<file path="src/rtl/inst_queue_pkg.sv">
// Shared sizing and payload types for the fetch-to-decode instruction queue.
package inst_queue_pkg;

    localparam int unsigned IQ_DEPTH = 16;

    typedef struct packed {
        logic [31:0] pc;
        logic [31:0] inst;
    } fetch_pkt_t;

endpackage

</file>
<file path="src/rtl/inst_queue.sv">
// Circular fetch-to-decode instruction queue with valid/ready on both sides and one-cycle flush.
// Optional zero-latency empty-queue bypass: define INST_QUEUE_BYPASS_EN.
module inst_queue
    import inst_queue_pkg::*;
#(
    parameter int unsigned DEPTH = IQ_DEPTH
) (
    input  logic                      clk,
    input  logic                      rst,
    input  logic                      backend_flush,
    input  logic                      enq_valid,
    output logic                      enq_ready,
    input  logic [31:0]               enq_pc,
    input  logic [31:0]               enq_inst,
    output logic                      deq_valid,
    input  logic                      deq_ready,
    output logic [31:0]               deq_pc,
    output logic [31:0]               deq_inst,
    output logic [$clog2(DEPTH):0]    count
);

    localparam int unsigned PTR_W = $clog2(DEPTH);

    typedef logic [PTR_W:0] ptr_t;

    fetch_pkt_t mem [DEPTH];
    ptr_t       head;
    ptr_t       tail;

    logic       empty_c;
    logic       full_c;
    logic       do_enq_c;
    logic       do_deq_c;
    fetch_pkt_t enq_pkt_c;
    fetch_pkt_t head_pkt_c;
    fetch_pkt_t deq_pkt_c;

    // Wrap bit (MSB) distinguishes full from empty when the indices match.
    assign empty_c    = (head == tail);
    assign full_c     = (head[PTR_W-1:0] == tail[PTR_W-1:0]) && (head[PTR_W] != tail[PTR_W]);
    assign enq_ready  = !full_c;
    assign count      = tail - head;
    assign enq_pkt_c  = '{pc: enq_pc, inst: enq_inst};
    assign head_pkt_c = mem[head[PTR_W-1:0]];
    assign deq_pc     = deq_pkt_c.pc;
    assign deq_inst   = deq_pkt_c.inst;

    // Handshake resolution; a flush kills whatever fires in the same cycle.
    always_comb begin
        deq_valid = !empty_c;
        deq_pkt_c = head_pkt_c;
        do_enq_c  = enq_valid && !full_c && !backend_flush;
        do_deq_c  = !empty_c && deq_ready && !backend_flush;
`ifdef INST_QUEUE_BYPASS_EN
        if (empty_c && enq_valid && !backend_flush) begin
            deq_valid = 1'b1;
            deq_pkt_c = enq_pkt_c;
            if (deq_ready) begin
                do_enq_c = 1'b0;
            end
        end
`endif
    end

    always_ff @(posedge clk) begin
        if (rst || backend_flush) begin
            head <= '0;
            tail <= '0;
        end else begin
            if (do_enq_c) begin
                tail <= tail + ptr_t'(1);
            end
            if (do_deq_c) begin
                head <= head + ptr_t'(1);
            end
        end
    end

    // Storage is intentionally not reset; pointers alone define validity.
    always_ff @(posedge clk) begin
        if (!rst && do_enq_c) begin
            mem[tail[PTR_W-1:0]] <= enq_pkt_c;
        end
    end

endmodule
</file>
<file path="config.mk">
export PLATFORM = sky130hd
export DESIGN_NAME = inst_queue
export DESIGN_NICKNAME = d
export VERILOG_FILES = /design/src/rtl/inst_queue_pkg.sv /design/src/rtl/inst_queue.sv
export SDC_FILE = /design/constraint.sdc
export NUM_CORES = 1
export LEC_CHECK = 0
export ABC_CLOCK_PERIOD_IN_PS = 4700
export CORE_MARGIN = 2
export CORE_UTILIZATION = 45
export DETAILED_ROUTE_END_ITERATION = 12
export MAX_ROUTING_LAYER = met4
export PLACE_DENSITY = 0.67
export SLEW_MARGIN = 20
export SYNTH_ARGS = -nofsm -noshare
export SYNTH_HDL_FRONTEND = slang
export SYNTH_SLANG_ARGS = --single-unit
</file>
<file path="constraint.sdc">
create_clock -name clk -period 4.7 [get_ports clk]
set_clock_uncertainty 0.05 [all_clocks]
set_input_delay 0.94 -clock clk [delete_from_list [all_inputs] [get_ports clk]]
set_output_delay 0.94 -clock clk [all_outputs]
set_load 0.05 [all_outputs]
</file>
==> out/metrics.csv <==
stage;metric;value;unit
power_and_ir_drop;swShare;19.8;%
power_and_ir_drop;fin_total_pwr;18.6;mW
timing;finalWorstSetupSlack;0.232;ns
synth;syn_area;39100;µm²
detailed_routing;finalWirelength;83900;µm
detailed_routing;drc;0;
critical_path;reg2reg_from;head[1]$_SDFFE_PP0N_;
critical_path;critical_path.endpoint;deq_inst[12];
layout;final_cell_area;45600;µm²
run;cap_violations;0;
clock_tree;clkTransAtPathRegs;0.06;ns
global_route;grt.overflow.total;0;
power_and_ir_drop;worst_ir_drop_vdd;0.000289;V
timing;tightest_slew;0.860;ns
clock_tree;cts_sinks;1038;
synth;synth.yosys.warnings;0;
timing;fmax;224;MHz
power_and_ir_drop;clkPwrFrac;42.4;%
hold_path;min_path_type;reg2reg;
critical_path;r2r_cells;7;
place;hpwl;44000;µm
critical_path;start_kind;flip-flop;
global_route;grt_pass1_wl;125000;µm
power_and_ir_drop;p_int;14.9;mW
timing;slew_headroom;42.5;%
detailed_routing;dr.pass1.iters;7;
power_and_ir_drop;seqPwrFrac;54.8;%
power_and_ir_drop;comb_power_share;2.8;%
clock_tree;cts_htree_levels;3;
clock_tree;insertion_delay;0.66;ns
place;gp_congestion;0.729;
die;fp.dieH;299;µm
timing;finalCriticalPeriod;4.47;ns
detailed_routing;wire_per_inst;26.9;µm
timing;finalCritPeriodShare;95.1;%
clock_tree;clk_path_buf_depth;3;
clock_tree;post_cts_buffers;0;
outcome;status;finished, final reports clean;
synth;synth-seq-cells;1038;
timing;report.final.slew_viol_count;0;
critical_path;required;3.71;ns
layout;nNetsFinal;1958;
global_route;grt_pass1_vias;19157;
clock_tree;holdBufCountCts;0;
detailed_routing;viasPerCell;5.77;
place;place_area;42400;µm²
global_route;antenna_found_initial;8;
synth;syn_avg_cell_area;23.4;µm²
clock_tree;clockRootBuffer;clkbuf_16;
place;portBuffers;139;
critical_path;rr_endpoint;mem[15][20]$_DFFE_PP_;
die;core;86300;µm²
clock_tree;cts_tree;done;
die;ioPinCount;140;
layout;final_util;52.8;%
global_route;track_usage;19.6;%
clock_tree;cts_made_buffers;102;
detailed_routing;vias;17986;
synth;postSynthCellCount;1667;
critical_path;r2r_slack;1.60;ns
critical_path;crit_type;reg2out;
global_route;grt_max_degree;73;
die;start_util;45.2;%
timing;hold_viol;0;
power_and_ir_drop;switchingPower;3.69;mW
layout;drive_gt1_share;25.3;%
layout;area_growth;16.8;%
critical_path;cp-end-kind;output port;
timing;rsz0062_at_grt;no;
detailed_routing;final_antenna_net_count;0;
synth;synth-seq-area-share;79.5;%
layout;nFillCells;6419;
timing;final-setup-viol-count;0;
critical_path;critPathMaxFanout;21;
detailed_routing;drt_iter0_drc;1869;
hold_path;min_path_cells;2;
clock_tree;cts_resized;0;
place;place_ws;0.837;ns
die;dieArea;89200;µm²
synth;syn-num-nets;1746;
critical_path;crit_arrival;3.48;ns
power_and_ir_drop;p_leak;13.8;nW
die;fp-row-count;108;
synth;synth_cell_types;30;
power_and_ir_drop;powerDensity;408;nW/µm²
die;fp.dieW;299;µm
==> synthesized netlist by cell type <==
cell type	instances	area, µm²
xor2_1	4	35.0
buf_2	14	70.1
nand3_1	1	5.00
a211oi_1	3	22.5
o21ai_0	2	10.0
nor2_1	29	109
inv_1	7	26.3
mux4_2	256	5770
ha_1	9	113
nand4_1	1	6.26
a21o_1	2	15.0
a22oi_1	128	961
mux2i_1	2	20.0
buf_6	13	146
o211ai_1	2	15.0
clkbuf_1	41	154
and2_1	1	6.26
nand3b_1	3	22.5
nor2b_1	2	12.5
and4_1	1	8.76
fa_1	1	20.0
buf_1	12	45.0
or2_2	1	6.26
nand2_1	74	278
and3_1	1	6.26
a21oi_1	4	20.0
xnor2_1	9	78.8
edfxtp_1	1024	30700
buf_4	6	45.0
dfxtp_1	14	280
==> critical path, stage by stage (launching register included) <==
cell	delay (ns)
dfxtp_4	0.60
buf_12	0.26
buf_12	0.23
mux4_2	0.53
a22oi_1	0.29
nand2_1	0.16
clkdlybuf4s50_1	0.73
==> cells in the final DEF (no fill, tap or decap), types with 5 or more instances in the layout <==
cell type        netlist  layout
buf_12                 0      31
nand2_1               74      74
nor2_1                29      12
diode_2                0       7
clkinvlp_4             0       6
edfxtp_1            1024    1024
ha_1                   9       9
xnor2_1                9       9
buf_4                  6      36
clkbuf_16              0     102
a22oi_1              128     128
bufinv_16              0      10
nor2_4                 0      17
clkbuf_1              41      15
inv_1                  7       7
clkinv_1               0      16
dfxtp_1               14      12
clkdlybuf4s50_1        0     127
inv_6                  0       5
clkinv_2               0      21
mux4_2               256     256
==> registers in the layout, indices dropped and copies added (netlist names), named ones only <==
name  count
tail      5
head      5
mem    1024
==> layer usage <==
metal | wire length (µm) | up-vias | part of all wire (%) | track usage [%]
met4 | 1940 | 0 | 2.3 | 5.78
met5 | 0 | - | 0 | -
met3 | 6020 | 126 | 7.2 | 3.85
met2 | 41500 | 690 | 49 | 31.0
li1 | - | 7567 | - | -
met1 | 34500 | 9603 | 41 | 26.0
==> worst min-delay path by stage <==
stage	start	to	slack, ns
floorplan	head[3]$_SDFFE_PP0N_	flip-flop	0.48
global placement	head[1]$_SDFFE_PP0N_	flip-flop	0.51
detailed placement	head[4]$_SDFFE_PP0N_	head[4]$_SDFFE_PP0N_	0.53
CTS	head[4]$_SDFFE_PP0N_	head[4]$_SDFFE_PP0N_	0.54
global route	head[4]$_SDFFE_PP0N_	head[4]$_SDFFE_PP0N_	0.57
finish	head[4]$_SDFFE_PP0N_	head[4]$_SDFFE_PP0N_	0.54
==> cells by family after synthesis <==
logic type               count (synthesis)  synth area share [%]
AO/OA/AOI/OAI                          141                  2.67
XOR/XNOR                                13                 0.292
adder cells (fa/ha/maj)                 10                 0.340
buffers and inverters                   93                  1.25
flip-flops                            1038                  79.5
multiplexers                           258                  14.8
AND/OR/NAND/NOR                        114                  1.18
==> power by group through the flow <==
stage / Combinational, mW / Clock, mW / Sequential (mW)
final: 0.517 / 7.90 / 10.2
after global routing: 0.555 / 8.40 / 10.2
after CTS: 0.524 / 8.04 / 10.2
after detailed placement: 0.523 / 0 / 10.4
after global placement: 0.505 / 0 / 10.4
after floorplan: 0.257 / 0 / 10.4
==> per-stage QoR <==
step	TNS [ns]	std cells	hold slack (ns)
final	0	3116	0.537
after global routing	0	3116	0.573
after CTS	0	3109	0.543
after detailed placement	0	2930	0.533
after global placement	0	2930	0.511
after floorplan	-166.19	1667	0.483
==> final cells by class <==
class                      instances  area, µm²  area share [%]
sequential                      1038      31000            68.1
multi-input combinational        536       7680            16.8
clock buffer                     117       2610            5.72
timing repair buffer             194       2160            4.74
tap                             1155       1450            3.17
clock inverter                    62        629            1.38
inverter                           7       26.3          0.0576
antenna                            7       17.5          0.0384
(Power assumes the default switching activity.)
